[config.mk]
export PLATFORM = sky130hd
export DESIGN_NAME = change_return_dispenser
export DESIGN_NICKNAME = d
export VERILOG_FILES = /design/src/rtl/change_return_dispenser_pkg.sv /design/src/rtl/change_return_dispenser_coin_picker.sv /design/src/rtl/change_return_dispenser.sv
export SDC_FILE = /design/constraint.sdc
export NUM_CORES = 1
export LEC_CHECK = 0
export ABC_AREA = 1
export CORE_ASPECT_RATIO = 1.2
export CORE_MARGIN = 3
export CORE_UTILIZATION = 48
export DETAILED_ROUTE_END_ITERATION = 12
export GPL_TIMING_DRIVEN = 0
export HOLD_SLACK_MARGIN = 0.15
export PLACE_DENSITY = 0.78
export SLEW_MARGIN = 10
export SYNTH_ARGS = -nofsm -noshare
export SYNTH_HDL_FRONTEND = slang
export SYNTH_SLANG_ARGS = --single-unit
[constraint.sdc]
create_clock -name clk -period 3.2 [get_ports clk]
set_clock_uncertainty 0.05 [all_clocks]
set_input_delay 0.64 -clock clk [delete_from_list [all_inputs] [get_ports clk]]
set_output_delay 0.64 -clock clk [all_outputs]
set_load 0.1 [all_outputs]
[src/rtl/change_return_dispenser_pkg.sv]
// Shared definitions for the coin-return path: widths, coin values and FSM encoding.
package change_return_dispenser_pkg;

  localparam int kNumCoins  = 3;
  localparam int kNumItems  = 4;
  localparam int kTotalBits = 31;
  localparam int kWaitTime  = 10;

  typedef logic [kTotalBits-1:0] total_t;
  typedef logic [kNumCoins-1:0]  coin_vec_t;

  // Ascending denominations; index matches the one-hot coin bit.
  localparam total_t kCoinValue [kNumCoins] = '{31'd100, 31'd500, 31'd1000};

  typedef enum logic [1:0] {
    IDLE   = 2'd0,
    RETURN = 2'd1,
    DONE   = 2'd2
  } state_t;

  function automatic total_t coin_amount(input coin_vec_t onehot);
    coin_amount = '0;
    for (int k = 0; k < kNumCoins; k++) begin
      if (onehot[k]) coin_amount = coin_amount | kCoinValue[k];
    end
  endfunction

endpackage

[src/rtl/change_return_dispenser_coin_picker.sv]
// Combinational selector of the largest coin that fits into a balance.
module change_return_dispenser_coin_picker
  import change_return_dispenser_pkg::*;
(
  input  logic [kTotalBits-1:0] balance,
  output logic [kNumCoins-1:0]  coin,
  output logic                  fits
);

  // Later (larger) denominations override earlier matches.
  always_comb begin
    coin = '0;
    fits = 1'b0;
    for (int k = 0; k < kNumCoins; k++) begin
      if (kCoinValue[k] <= balance) begin
        coin    = '0;
        coin[k] = 1'b1;
        fits    = 1'b1;
      end
    end
  end

endmodule

[src/rtl/change_return_dispenser.sv]
// Coin-return producer: idle timeout / explicit request, then greedy payout one coin per cycle.
module change_return_dispenser
  import change_return_dispenser_pkg::*;
(
  input  logic                  clk,
  input  logic                  reset_n,
  input  logic [kNumCoins-1:0]  i_input_coin,
  input  logic [kNumItems-1:0]  i_select_item,
  input  logic                  i_trigger_return,
  input  logic [kTotalBits-1:0] current_total,
  output logic [kNumCoins-1:0]  o_return_coin,
  output logic                  o_busy,
  output logic                  o_done,
  output logic [kTotalBits-1:0] o_residue,
  output logic [31:0]           wait_time
);

  state_t               state_q, state_d;
  total_t               balance_q, balance_d;
  coin_vec_t            coin_d;
  logic                 busy_d, done_d;
  total_t               residue_d;
  logic [31:0]          wait_d;
  coin_vec_t            coin_sel;
  logic                 coin_fits;
  logic                 activity;
  logic                 start;

  change_return_dispenser_coin_picker u_picker (
    .balance (balance_q),
    .coin    (coin_sel),
    .fits    (coin_fits)
  );

  assign activity = (|i_input_coin) || (|i_select_item);
  // Trigger beats simultaneous activity; a zero balance never starts a payout.
  assign start    = (current_total != '0) &&
                    (i_trigger_return || (wait_time == 32'(kWaitTime)));

  always_ff @(posedge clk) begin
    if (!reset_n) begin
      state_q       <= IDLE;
      balance_q     <= '0;
      o_return_coin <= '0;
      o_busy        <= 1'b0;
      o_done        <= 1'b0;
      o_residue     <= '0;
      wait_time     <= '0;
    end else begin
      state_q       <= state_d;
      balance_q     <= balance_d;
      o_return_coin <= coin_d;
      o_busy        <= busy_d;
      o_done        <= done_d;
      o_residue     <= residue_d;
      wait_time     <= wait_d;
    end
  end

  always_comb begin
    state_d = state_q;
    case (state_q)
      IDLE:    if (start) state_d = RETURN;
      RETURN:  if (!coin_fits) state_d = DONE;
      DONE:    state_d = IDLE;
      default: state_d = IDLE;
    endcase
  end

  always_comb begin
    balance_d = balance_q;
    coin_d    = '0;
    busy_d    = o_busy;
    done_d    = 1'b0;
    residue_d = o_residue;
    wait_d    = wait_time;
    case (state_q)
      IDLE: begin
        if ((current_total == '0) || activity) begin
          wait_d = '0;
        end else if (wait_time < 32'(kWaitTime)) begin
          wait_d = wait_time + 32'd1;
        end
        if (start) begin
          balance_d = current_total;
          busy_d    = 1'b1;
          residue_d = '0;
        end
      end
      RETURN: begin
        if (coin_fits) begin
          coin_d    = coin_sel;
          balance_d = balance_q - coin_amount(coin_sel);
        end else begin
          residue_d = balance_q;
          busy_d    = 1'b0;
          done_d    = 1'b1;
        end
      end
      DONE: begin
        wait_d = '0;
        busy_d = 1'b0;
      end
      default: begin
        busy_d = 1'b0;
      end
    endcase
  end

endmodule

After elaboration in Yosys (flattened, before gate mapping)
Cells that the tools add are included.

Input bits: 41. Register bits: 101. Output and inout port bits: 68. Word-level logic and storage cells: 64.

Equality and inequality tests: 7. $add $sub $neg: 2. Multiplexer cells: 27. Magnitude comparators: 4. Reductions and logical operators: 17.

Operators by type and width (number): two-way mux 31 bit (6); one-hot mux 31 bit (2 select lines) (2); two-way mux 32 bit (2); one-hot mux 32 bit (2 select lines) (1); adder 32 x 1 -> 32 bit (second input constant) (1); equality test 32 x 4 -> 1 bit (second input constant) (1); < comparator 32 x 4 -> 1 bit (second input constant) (1); <= comparator 10 x 31 -> 1 bit (first input constant) (1); <= comparator 7 x 31 -> 1 bit (first input constant) (1); <= comparator 9 x 31 -> 1 bit (first input constant) (1); logical NOT 31 bit (1); nonzero test 31 bit (1); subtractor 31 bit (1); two-way mux 10 bit (1); two-way mux 9 bit (1); AND reduction 3 bit (3); two-way mux 1 bit (7); two-way mux 7 bit (1); two-way mux 2 bit (3); inequality test 2 bit (second input constant) (3); AND reduction 2 bit (3); one-hot mux 2 bit (2 select lines) (1); nonzero test 2 bit (2); OR reduction 4 bit (1); 9 further kinds (11).

Longest topological paths before layout
Gate-level depths: netlist (run 1).

Depth in word-level cells: 12. Gate-level depth with buffers: 24. Gate-level depth less buffers: 24.

Modules after synthesis
Synthesis (run 1) repeated with hierarchy kept, for this count alone.

Cells, all modules: 933. Area, all modules: 5721.7 um^2.

Modules (own cells, without submodules): change_return_dispenser (area an instance 5326.4 um^2, times used 1, cells each 838); change_return_dispenser_coin_picker (area an instance 395.4 um^2, times used 1, cells each 95).

Worst setup path after synthesis (run 1)
OpenSTA, ideal clock, no wires.

Path kind: reg-to-reg. Start point: reg balance_q[17]. End point: reg balance_q[22]. Clock period less this slack: 3.147 ns. Buffers on the path: 0. Slack: 0.053 ns. Data required time: 3.039 ns. Cell stages (with the launch flop): 23. Arrival: 2.985 ns. Cell sequence: dfxtp_1 nor2_1 nand2_2 nor2_4 nand3_2 nor2_1 o211ai_1 nor2_1 nand2_1 nand2_1 ha_1 inv_1 fa_1 nand3_1 nand3_1 nand2_1 nand2_1 nor2_1 nand2_1 nand2_1 nand3_1 nor2_1 nor2_1.

Word-level cells in the longest chain between the ends: 12. Elaborated cells between the ends (all ways): 19.

Ends and longest elaborated chain: start, declared (line change_return_dispenser.sv:19) `total_t balance_q, balance_d;`; start signal, assigned (line change_return_dispenser.sv:51) `balance_q <= balance_d;`; <= comparator 7 x 31 -> 1 bit (line change_return_dispenser_coin_picker.sv:15) `if (kCoinValue[k] <= balance) begin`; two-way mux 1 bit (line change_return_dispenser_coin_picker.sv:15); two-way mux 2 bit (line change_return_dispenser_coin_picker.sv:15); two-way mux 3 bit (line change_return_dispenser_coin_picker.sv:15); two-way mux 7 bit (line change_return_dispenser_pkg.sv:24) `if (onehot[k]) coin_amount = coin_amount | kCoinValue[k];`; two-way mux 9 bit (line change_return_dispenser_pkg.sv:24); two-way mux 10 bit (line change_return_dispenser_pkg.sv:24); two-way mux 31 bit (line change_return_dispenser.sv:91) `if (coin_fits) begin`; two-way mux 31 bit (line change_return_dispenser.sv:77) `case (state_q)`; subtractor 31 bit (line change_return_dispenser.sv:93) `balance_d = balance_q - coin_amount(coin_sel);`; two-way mux 31 bit (line change_return_dispenser.sv:91); one-hot mux 31 bit (2 select lines) (line change_return_dispenser.sv:77).

Parallel ways exist; a longest one is shown, timed or not. The select of a mux whose other input is x is not followed. A chain may end at the register's enable or synchronous reset.

Worst setup path after layout (run 1)
Start point: reg balance_q[16]. End point: reg balance_q[8].

The elaborated chain is that of the path after synthesis.

==> results.ini, run 1 <==
[outcome]
status = completed

[synth]
avgSynthCellArea_sq_um = 6.018
synth-seq-area-share_pct = 35.09
synth_area_leaders = dfxtp_1, nor2_1, nand2_1
syn-num-nets = 1000
synth.top_cell.area_share_pct = 35.09
syn_area_sq_um = 5705
synth_top_flop_cell = dfxtp_1
synth.distinct_cells = 34
ys_ff_latch = 100
syn_inst = 948
yosysTopAreaCell = dfxtp_1
synth_edf_count = 0
synthArstFlopShare_pct = 0
ys_warn_count = 0

[route]
dr.pass1.iters = 5
wire_per_inst_um = 14.30
avgViaCountPerCell = 5.231
drt_iter0_markers = 492
vias = 6471
routed_wl_um = 17690
ant_nets = 0
drc = 0

[cts]
cts_buffer_depth = 2
cts_buffers = 9
clk_latency_ns = 0.35
clk_pin_slew_ns = 0.07
cts_root_buf = clkbuf_16
cts_tree = yes
cts.sink_count = 100
htreeDepth = 3

[final_layout]
nets = 1129
diodes = 0
finish.utilization_pct = 64.98
fillers = 1107
areaGrowthSynthToFinish_pct = 31.73
drive_above_1_share_pct = 9.815

[sta]
hold_violations = 0
fmax_ghz = 0.3185
period_needed_ns = 3.140
relSlewSlack_pct = 32.43
worstMarginPinSlew_ns = 1.010
min_period_over_period_pct = 98.13
hold_slack_ns = 0.4051
setup_ws_ns = 0.05984
finalSetupTns_ns = 0
slew_violations = 0
rsz0062_at_grt = yes
setup_violations = 0

[floorplan]
dieArea_sq_um = 13240
fp.dieW_um = 105.5
start_util_pct = 49.32
fp.dieH_um = 125.4
ios = 109
num_rows = 43
core_area_sq_um = 11570

[worst_setup_path]
start_kind = flop
cp_max_fo = 6
cp_common_cell = nand2_2
worst_path_max_delay_cell = fa_2
critPathBufInv = 1
max_stage_delay_ns = 0.40
path_cells = nor2_4, nand2_2, nor2_4, nand3_4, nor2_4, o211ai_1, nor2_2, nand2_2, nand2_2, ha_2, inv_2, fa_2, nand3_2, nand3_4, nand2_2, nand2_4, or2_2, nand3_1, nand2_1, nor2_1, nor2_1
crit_family = simple AND/OR/NAND/NOR gates
crit_required_ns = 3.39
cp_data_arrival_time_ns = 3.33
worstSetupPathType = flop to flop
endpoint_kind = flop

[power_and_ir_drop]
swShare_pct = 36.78
switchingPower_mw = 1.323
comb_power_share_pct = 31.0
p_int_mw = 2.273
totalPowerFinal_mw = 3.596
leakage_nw = 3.426
vdd_ir_drop_max_v = 0.0002677
p_clk_share_pct = 30.1
seq_power_share_pct = 38.8
power_density_nw_per_um2 = 478.4

[place]
gp_congestion = 0.9756
dp_hpwl_um = 13320
pre_cts_slack_ns = -0.8513
numPortBuffers = 107

[global_routing]
grt_start_max_net_pins = 17
grt_pass1_wl_um = 27790
grt_pass1_vias = 5900
grtUsageTotal_pct = 26.01
antenna_found_initial = 0
grt_overflow = 0

[flow_run]
drv_cap = 0

[min_path]
hold_class = flop to flop

per-layer routing:
layer / part of all wire (%) / GRT usage [%]
met4: 6.3 / 16.69
met3: 7.3 / 3.820
met2: 47 / 43.62
met5: 0 / 0
met1: 39 / 30.91
layout by cell type, fill, tap and decap left out, types with 13 or more instances in the layout:
| cell type | synthesis | final |
|---|---|---|
| dfxtp_1 | 100 | 95 |
| nor2_1 | 281 | 268 |
| nand3_1 | 97 | 94 |
| nand2_1 | 242 | 232 |
| inv_1 | 85 | 82 |
| nand4_1 | 15 | 15 |
| a21oi_1 | 18 | 17 |
| buf_2 | 15 | 15 |
| clkdlybuf4s50_1 | 0 | 107 |
| buf_4 | 2 | 13 |
| o21ai_0 | 13 | 13 |
worst paths after layout:
check	slack, ns	to	from	cells after the start
setup / recovery	0.06	balance_q[8]$_SDFFE_PN0P_	balance_q[16]$_SDFFE_PN0P_	21
hold / removal	0.41	wait_time[14]$_SDFFE_PN0P_	wait_time[14]$_SDFFE_PN0P_	2
setup reg to reg	0.06	balance_q[8]$_SDFFE_PN0P_	balance_q[16]$_SDFFE_PN0P_	21
hold reg to reg	0.41	wait_time[14]$_SDFFE_PN0P_	wait_time[14]$_SDFFE_PN0P_	2
layout make-up:
| class | instances | area, sq um | share of cell area (%) |
|---|---|---|---|
| plain buffers | 33 | 165.2 | 2.197 |
| multi-input cells | 725 | 3356 | 44.65 |
| clock buffers | 9 | 225.2 | 2.997 |
| well taps | 157 | 196.4 | 2.614 |
| flip-flops and latches | 100 | 2011 | 26.75 |
| inverters | 90 | 345.3 | 4.595 |
| clock inverters | 5 | 63.81 | 0.8490 |
| repair buffers | 118 | 1154 | 15.35 |
what timing repair did:
action | 4_1_cts | 5_1_grt
hold buffers | 0 | 0
pin swaps | 4 | 10
endpoints found under the setup margin | 27 | 17
resized for setup | 17 | 37
buffers inserted | 3 | 8
cloned | 0 | 0
registers in the layout, summed over array words and instances (netlist names):
name,cells
o_busy,1
wait_time,32
balance_q,31
o_return_coin,3
state_q,1
o_done,1
o_residue,31
power by group through the flow:
stage,Clock (mW),Sequential (mW),Combinational (mW)
3_3_place_gp,0,1.41,1.02
6_report,1.08,1.40,1.12
5_1_grt,1.15,1.41,1.20
4_1_cts,1.10,1.39,1.05
3_5_place_dp,0,1.42,1.03
2_1_floorplan,0,1.62,0.529
cells in the mapped netlist (all sizes together), types with 2 or more instances:
master and n:
buf 21, and2 4, o21ai 13, o211ai 2, nand2 247, dfxtp 100, nand3b 5, nor2 288
clkbuf 12, nand4 15, inv 90, ha 10, nand3 98, or2 3, a21boi 2, nor3 14
a21oi 18
worst register-to-register path: cells and delay by family (launching register included):
family / cells / cell delay (ns)
compound gates: 1 / 0.12
fa+ha+maj: 2 / 0.57
buf+inv: 1 / 0.06
flops: 1 / 0.37
simple gates: 17 / 1.85
logic make-up after synthesis:
group | count (synthesis) | synth area share [%]
compound gates | 37 | 3.553
xor+xnor | 2 | 0.3071
fa+ha+maj | 11 | 2.544
buf+inv | 123 | 8.947
flops | 100 | 35.09
simple gates | 675 | 49.56
metrics by stage:
step / instances / instance area [sq um]
floorplan: 948 / 5705
global placement: 1212 / 6973
detailed placement: 1212 / 6973
CTS: 1229 / 7335
global route: 1237 / 7516
finish: 1237 / 7516
No activity file was read; power rests on OpenSTA's default activity.
==> run 2, diff against run 1 <==
--- a/config.mk
+++ b/config.mk
@@ -13,7 +13,6 @@
 export GPL_TIMING_DRIVEN = 0
 export HOLD_SLACK_MARGIN = 0.15
 export PLACE_DENSITY = 0.78
-export SLEW_MARGIN = 10
 export SYNTH_ARGS = -nofsm -noshare
 export SYNTH_HDL_FRONTEND = slang
 export SYNTH_SLANG_ARGS = --single-unit
==> results of run 2 <==
Final layout, timing and power as in run 1 (identical DEF).
==> run 3, diff against run 2 <==
==> constraint.sdc (replaced) <==
create_clock -name clk -period 3.2 [get_ports clk]
set_clock_uncertainty 0.05 [all_clocks]
set_input_delay 0.32 -clock clk [delete_from_list [all_inputs] [get_ports clk]]
set_output_delay 0.32 -clock clk [all_outputs]
set_load 0.1 [all_outputs]
==> results of run 3 <==
Final layout, timing and power as in run 1 (identical DEF).
